<file path="src/rtl/iob_wstrb_split_ctrl_pkg.sv">
// Shared types and width formulas for the IOb write-strobe splitter.
// Latency: n/a (declarations only).
// Backpressure: n/a.
package iob_wstrb_split_ctrl_pkg;

    typedef enum logic [1:0] {
        ST_IDLE  = 2'd0,
        ST_ISSUE = 2'd1,
        ST_ACK   = 2'd2
    } state_t;

    // Beat size codes (log2 of beat bytes).
    localparam int SZ_BYTE = 0;
    localparam int SZ_HALF = 1;
    localparam int SZ_WORD = 2;

    // Byte-offset width inside one word.
    function automatic int calc_off_w(input int data_w);
        return $clog2(data_w / 8);
    endfunction

    // Width of the size code: must hold values 0..OFF_W.
    function automatic int calc_sz_w(input int data_w);
        return $clog2($clog2(data_w / 8) + 1);
    endfunction

endpackage

</file>
<file path="src/rtl/iob_wstrb_split_ctrl_chunk.sv">
// Residual strobe -> next beat (offset, size, lane mask); IOB_WSTRB_SPLIT_MERGE_EN enables aligned half/word merging.
// Latency: purely combinational.
// Backpressure: none; the owner holds the residual stable while a beat is stalled.
module iob_wstrb_chunk
    import iob_wstrb_split_ctrl_pkg::*;
#(
    parameter int NB    = 4,
    parameter int OFF_W = 2,
    parameter int SZ_W  = 2
) (
    input  logic [NB-1:0]    resid,
    output logic [OFF_W-1:0] offset,
    output logic [SZ_W-1:0]  size,
    output logic [NB-1:0]    mask
);

`ifdef IOB_WSTRB_SPLIT_MERGE_EN
    logic [NB-1:0] span_ones;
`endif

    // Lowest set lane starts the beat; optionally grow it to the largest aligned fully-set span.
    always_comb begin
        offset = '0;
        for (int i = NB - 1; i >= 0; i--) begin
            if (resid[i]) offset = OFF_W'(i);
        end
        size = SZ_W'(SZ_BYTE);
        mask = NB'(1) << offset;
`ifdef IOB_WSTRB_SPLIT_MERGE_EN
        span_ones = '0;
        // Ascending k: the last span that qualifies is the largest one.
        for (int k = 1; k <= OFF_W; k++) begin
            span_ones = {NB{1'b1}} >> (NB - (1 << k));
            if (((int'(offset) % (1 << k)) == 0) &&
                (((resid >> offset) & span_ones) == span_ones)) begin
                size = SZ_W'(k);
                mask = span_ones << offset;
            end
        end
`endif
    end

endmodule

</file>
<file path="src/rtl/iob_wstrb_split_ctrl.sv">
// Splits one IOb word write into naturally aligned beats; reads pass as one word beat (macro IOB_WSTRB_SPLIT_MERGE_EN).
// Latency: accept at N, first m_valid at N+1, one beat per m_ready cycle, s_ack the cycle after the last beat.
// Backpressure: m_valid and beat fields held until m_ready; s_ready only in IDLE.
module iob_wstrb_split_ctrl
    import iob_wstrb_split_ctrl_pkg::*;
#(
    parameter int DATA_W = 32,
    parameter int ADDR_W = 32,
    localparam int NB    = DATA_W / 8,
    localparam int OFF_W = calc_off_w(DATA_W),
    localparam int SZ_W  = calc_sz_w(DATA_W)
) (
    input  logic              clk,
    input  logic              rst,
    input  logic              s_valid,
    output logic              s_ready,
    input  logic [ADDR_W-1:0] s_addr,
    input  logic [DATA_W-1:0] s_wdata,
    input  logic [NB-1:0]     s_wstrb,
    output logic              s_ack,
    output logic [DATA_W-1:0] s_rdata,
    output logic              m_valid,
    input  logic              m_ready,
    output logic [ADDR_W-1:0] m_addr,
    output logic [DATA_W-1:0] m_wdata,
    output logic [NB-1:0]     m_wstrb,
    output logic [SZ_W-1:0]   m_size,
    input  logic [DATA_W-1:0] m_rdata
);

    state_t                    state, state_nxt;
    logic [ADDR_W-OFF_W-1:0]   word_q;
    logic [DATA_W-1:0]         wdata_q;
    logic [DATA_W-1:0]         rdata_q;
    logic [NB-1:0]             resid_q;
    logic                      is_read_q;

    logic [OFF_W-1:0]          c_off;
    logic [SZ_W-1:0]           c_size;
    logic [NB-1:0]             c_mask;
    logic [NB-1:0]             resid_left;
    logic                      accept;
    logic                      beat_done;
    logic                      addr_lo_unused;

    // Byte offset of the slave address is ignored: requests are word aligned.
    assign addr_lo_unused = ^s_addr[OFF_W-1:0];

    iob_wstrb_chunk #(
        .NB    (NB),
        .OFF_W (OFF_W),
        .SZ_W  (SZ_W)
    ) u_chunk (
        .resid  (resid_q),
        .offset (c_off),
        .size   (c_size),
        .mask   (c_mask)
    );

    assign accept     = s_valid & s_ready;
    assign beat_done  = (state == ST_ISSUE) & m_ready;
    assign resid_left = resid_q & ~c_mask;

    // State register.
    always_ff @(posedge clk) begin
        if (rst) state <= ST_IDLE;
        else     state <= state_nxt;
    end

    // Request capture, residual strobe consumption and read-data capture.
    always_ff @(posedge clk) begin
        if (rst) begin
            word_q    <= '0;
            wdata_q   <= '0;
            rdata_q   <= '0;
            resid_q   <= '0;
            is_read_q <= 1'b0;
        end else begin
            if (accept) begin
                word_q    <= s_addr[ADDR_W-1:OFF_W];
                wdata_q   <= s_wdata;
                resid_q   <= s_wstrb;
                is_read_q <= (s_wstrb == '0);
                rdata_q   <= '0;
            end
            if (beat_done) begin
                resid_q <= is_read_q ? '0 : resid_left;
                if (is_read_q) rdata_q <= m_rdata;
            end
        end
    end

    // Next-state: one beat per accepted handshake, ack after the residual empties.
    always_comb begin
        state_nxt = state;
        case (state)
            ST_IDLE:  if (accept) state_nxt = ST_ISSUE;
            ST_ISSUE: if (beat_done && (is_read_q || (resid_left == '0))) state_nxt = ST_ACK;
            ST_ACK:   state_nxt = ST_IDLE;
            default:  state_nxt = ST_IDLE;
        endcase
    end

    // Handshake and beat field outputs; fields are zero outside ISSUE.
    always_comb begin
        s_ready = (state == ST_IDLE) & ~rst;
        s_ack   = (state == ST_ACK);
        m_valid = (state == ST_ISSUE);
        m_addr  = '0;
        m_wstrb = '0;
        m_size  = '0;
        if (state == ST_ISSUE) begin
            if (is_read_q) begin
                m_addr = {word_q, {OFF_W{1'b0}}};
                m_size = SZ_W'(OFF_W);
            end else begin
                m_addr  = {word_q, c_off};
                m_wstrb = c_mask;
                m_size  = c_size;
            end
        end
    end

    assign m_wdata = wdata_q;
    assign s_rdata = rdata_q;

endmodule

</file>
<file path="config.mk">
export PLATFORM = sky130hd
export DESIGN_NAME = iob_wstrb_split_ctrl
export DESIGN_NICKNAME = d
export VERILOG_FILES = /design/src/rtl/iob_wstrb_split_ctrl_pkg.sv /design/src/rtl/iob_wstrb_split_ctrl_chunk.sv /design/src/rtl/iob_wstrb_split_ctrl.sv
export SDC_FILE = /design/constraint.sdc
export NUM_CORES = 1
export LEC_CHECK = 0
export CAP_MARGIN = 20
export CORE_UTILIZATION = 39
export DETAILED_ROUTE_END_ITERATION = 12
export GPL_TIMING_DRIVEN = 0
export PLACE_DENSITY = 0.81
export SYNTH_ARGS = -nofsm -noshare
export SYNTH_HDL_FRONTEND = slang
export SYNTH_SLANG_ARGS = --single-unit
</file>
<file path="constraint.sdc">
create_clock -name clk -period 2.3 [get_ports clk]
set_clock_uncertainty 0.05 [all_clocks]
set_input_delay 0.46 -clock clk [delete_from_list [all_inputs] [get_ports clk]]
set_output_delay 0.46 -clock clk [all_outputs]
set_load 0.05 [all_outputs]
</file>
==> summary.json <==
{
  "outcome": {"value": "finished, final reports clean"},
  "top_level_pins": {"value": 209},
  "worstMarginPinSlew": {"value": 561, "unit": "ps"},
  "power.total": {"value": 3.90, "unit": "mW"},
  "cts.path.max_buffers": {"value": 2},
  "multi_input_area": {"value": 1620, "unit": "µm²"},
  "finalCritPeriodShare": {"value": 97.5, "unit": "%"},
  "rows": {"value": 35},
  "end_kind": {"value": "output pin"},
  "dieArea": {"value": 10200, "unit": "µm²"},
  "placeableCoreArea": {"value": 9330, "unit": "µm²"},
  "min_from": {"value": "rst"},
  "final_critical_period": {"value": 2240, "unit": "ps"},
  "min-delay-path-class": {"value": "input port to flip-flop"},
  "timing.critical_path.max_delay_family": {"value": "simple AND/OR/NAND/NOR gates"},
  "timing.final.hold_violations": {"value": 0},
  "io_buffer_count": {"value": 204},
  "maxSlewHeadroom": {"value": 62.5, "unit": "%"},
  "rsz_0062_raised_after_global_routing": {"value": "no"},
  "critical_path_class": {"value": "flip-flop to output pin"},
  "crit_path_start_kind": {"value": "flip-flop"},
  "static-leakage-power": {"value": 2.34, "unit": "nW"},
  "antenna_cells_inserted": {"value": 0},
  "synthesis.instances": {"value": 441},
  "sum_of_net_half_perimeters_after_detailed_placement": {"value": 9.19, "unit": "mm"},
  "critical_path.reg2reg.startpoint": {"value": "state[0]$_SDFFE_PP0P_"},
  "grt_max_degree": {"value": 19},
  "layout_setup_ws": {"value": 57.2, "unit": "ps"},
  "vdd_ir_drop_max": {"value": 358, "unit": "µV"},
  "critPathArrivalTime": {"value": 1730, "unit": "ps"},
  "clockPowerShare": {"value": 30.1, "unit": "%"},
  "initial_utilization": {"value": 40.8, "unit": "%"},
  "post-route-drc-count": {"value": 0},
  "worstPathBufferInverterCount": {"value": 1},
  "place_ws": {"value": -480, "unit": "ps"},
  "die_width": {"value": 101, "unit": "µm"},
  "critPathMaxFanout": {"value": 8},
  "global_route_wire_length_before_repair": {"value": 18.8, "unit": "mm"},
  "fillCellCount": {"value": 798},
  "setup_viol": {"value": 0},
  "ant_nets": {"value": 0},
  "postSynthRegisterBits": {"value": 101},
  "synthToLayoutAreaGrowth": {"value": 62.4, "unit": "%"},
  "num_vias": {"value": 3952},
  "grt_antenna_before_repair": {"value": 0},
  "fin_setup_tns": {"value": 0, "unit": "ps"},
  "max_slew_vio_count": {"value": 0},
  "critPathSlowestCell": {"value": "dfxtp_2"},
  "first_global_vias": {"value": 3881},
  "clock_transition_at_path_regs": {"value": 100, "unit": "ps"},
  "gp_congestion": {"value": 0.804},
  "critPathRequiredTime": {"value": 1790, "unit": "ps"},
  "final_cell_count_without_fillers": {"value": 790},
  "worst_path_largest_cell_delay": {"value": 370, "unit": "ps"},
  "power_density": {"value": 630, "unit": "nW/µm²"},
  "register_area": {"value": 2020, "unit": "µm²"},
  "via_per_inst": {"value": 5.00},
  "netlist.top_cell.by_area": {"value": "dfxtp_1"},
  "post_synth_main_area_contributors": {"value": "dfxtp_1 53%, nand2_1 13%, a32o_1 8.9%"},
  "setup.reg_to_reg.worst_slack": {"value": 280, "unit": "ps"},
  "power.sequential.fraction": {"value": 48.5, "unit": "%"},
  "crit_start": {"value": "state[1]$_SDFFE_PP0P_"},
  "cp_cell_sequence": {"value": "or2b_4 -> or3_4 -> nor3_4 -> buf_6"},
  "tritoncts_clock_tree": {"value": "built"},
  "drv.max_cap_violation_count": {"value": 0},
  "netlist_area": {"value": 3800, "unit": "µm²"},
  "internal_power": {"value": 2.70, "unit": "mW"},
  "place.detailed.instances": {"value": 774},
  "clock-root-buffer": {"value": "clkbuf_8"},
  "yosys_warnings": {"value": 0},
  "p_switching": {"value": 1.19, "unit": "mW"},
  "drtPass1Iterations": {"value": 4},
  "clkSinkCount": {"value": 101},
  "synth.yosys.seq_area_share": {"value": 53.1, "unit": "%"},
  "numCtsBuffers": {"value": 9},
  "synthesis.area_per_instance": {"value": 8.63, "unit": "µm²"},
  "die_height": {"value": 101, "unit": "µm"},
  "number_of_nets_in_the_layout": {"value": 760},
  "synth_nets": {"value": 545},
  "globalRoute.totalOverflow": {"value": 0},
  "dr.first_iter.drc_count": {"value": 114},
  "routed_wire_length_per_instance": {"value": 15.3, "unit": "µm"},
  "clk_latency": {"value": 360, "unit": "ps"},
  "synth.lib_cells_used.distinct": {"value": 37},
  "drt_wl_total": {"value": 12.1, "unit": "mm"},
  "power_switching_share": {"value": 30.6, "unit": "%"},
  "groute.usage.overall": {"value": 23.8, "unit": "%"},
  "fmaxAchievable": {"value": 0.446, "unit": "GHz"},
  "htree_levels": {"value": 3},
  "share_comb_of_total_power": {"value": 21.4, "unit": "%"},
  "synthDominantCellAreaShare": {"value": 53.1, "unit": "%"},
  "drive_gt1_share": {"value": 12.6, "unit": "%"}
}
==> cell usage after synthesis <==
master,instances
nand2b_1,1
or4_1,1
clkbuf_1,27
dfxtp_1,101
nor2_1,6
nor3_1,7
buf_6,1
a21o_1,1
buf_2,10
or2b_1,1
nor4b_2,1
and2_1,31
a21oi_1,3
conb_1,1
or4b_1,1
nand3b_1,1
a211oi_1,1
o21ba_2,1
o221a_2,1
buf_1,1
nor4b_1,1
clkinv_1,1
and2b_1,1
a32oi_1,1
o31ai_1,1
nand3_1,2
nor3b_2,1
nand2_1,129
nor2b_1,1
or3_1,2
buf_4,1
a32o_1,34
o211ai_1,1
o21ai_0,62
a31o_2,1
inv_1,3
a221oi_1,1
==> kinds of logic after synthesis <==
kind of cell,Yosys count,synth area share [%]
buffers and inverters,44,4.97
and+or+nand+nor,187,22.3
other,1,0.0986
DFF,101,53.1
AOI/OAI and AO/OA,108,19.5
==> power groups by stage <==
stage | Sequential [mW] | Combinational (mW) | Clock [mW]
finish | 1.89 | 0.834 | 1.17
global route | 1.90 | 0.887 | 1.28
CTS | 1.89 | 0.839 | 1.21
detailed placement | 1.92 | 0.833 | 0
global placement | 1.92 | 0.819 | 0
floorplan | 2.07 | 0.297 | 0
==> final cells by class <==
class	count	area share, %
sequential	101	32.8
clock buffer	9	2.00
clock inverter	7	1.30
buffer	38	2.75
timing repair buffer	206	32.1
inverter	4	0.283
tap	129	2.61
multi-input combinational	296	26.2
==> flip-flops by register name, summed over array words and instances (netlist names) <==
register   cells
m_wdata       32
s_rdata       32
word_q        30
resid_q        4
state          2
is_read_q      1
==> worst reg2reg max path, delay by kind of cell (launching register included) <==
kind	cells	cell delay, ps
buffers and inverters	5	1090
AOI/OAI and AO/OA	1	70
and+or+nand+nor	2	420
DFF	1	330
==> layer usage <==
layer / GRT usage [%] / share of wire [%] / wire length [µm] / vias up
met5: 0 / 0 / 0 / -
met4: 10.7 / 3.1 / 374 / 0
met3: 5.06 / 5.9 / 714 / 28
met2: 41.1 / 50 / 6080 / 142
met1: 28.3 / 41 / 4890 / 1852
li1: - / - / - / 1930
==> layout by cell type (no fill, tap or decap), types with 5 or more instances in the layout <==
cell type,n
clkbuf_8,9
a32o_1,34
dfxtp_1,99
nor2_1,5
and2_1,31
o21ai_0,62
buf_2,11
clkbuf_1,23
nor3_1,5
clkdlybuf4s50_1,164
buf_4,32
nand2_1,129
==> per-stage QoR <==
| stage | area, µm² | utilization [%] | hold slack [ps] |
|---|---|---|---|
| 4_1_cts | 6180 | 66.2 | 327 |
| 3_3_place_gp | 6010 | 64.4 | 391 |
| 6_report | 6180 | 66.3 | 348 |
| 2_1_floorplan | 3810 | - | 381 |
| 5_1_grt | 6180 | 66.3 | 359 |
| 3_5_place_dp | 6010 | 64.4 | 398 |
==> path summary, 6_finish.rpt <==
kind | end | cells past startpoint
max | m_wstrb[2] | 4
min | resid_q[2]$_SDFFE_PP0P_ | 2
max reg2reg | m_wdata[21]$_SDFFE_PP0P_ | 8
min reg2reg | word_q[2]$_SDFFE_PP0P_ | 2
==> repair_timing <==
item	in CTS	in global routing
pin swaps	1	2
hold buffers	0	0
resized for setup	235	5
setup buffers	1	1
endpoints found under the setup margin	40	8
Note: power is estimated with default switching activity, not from simulation.
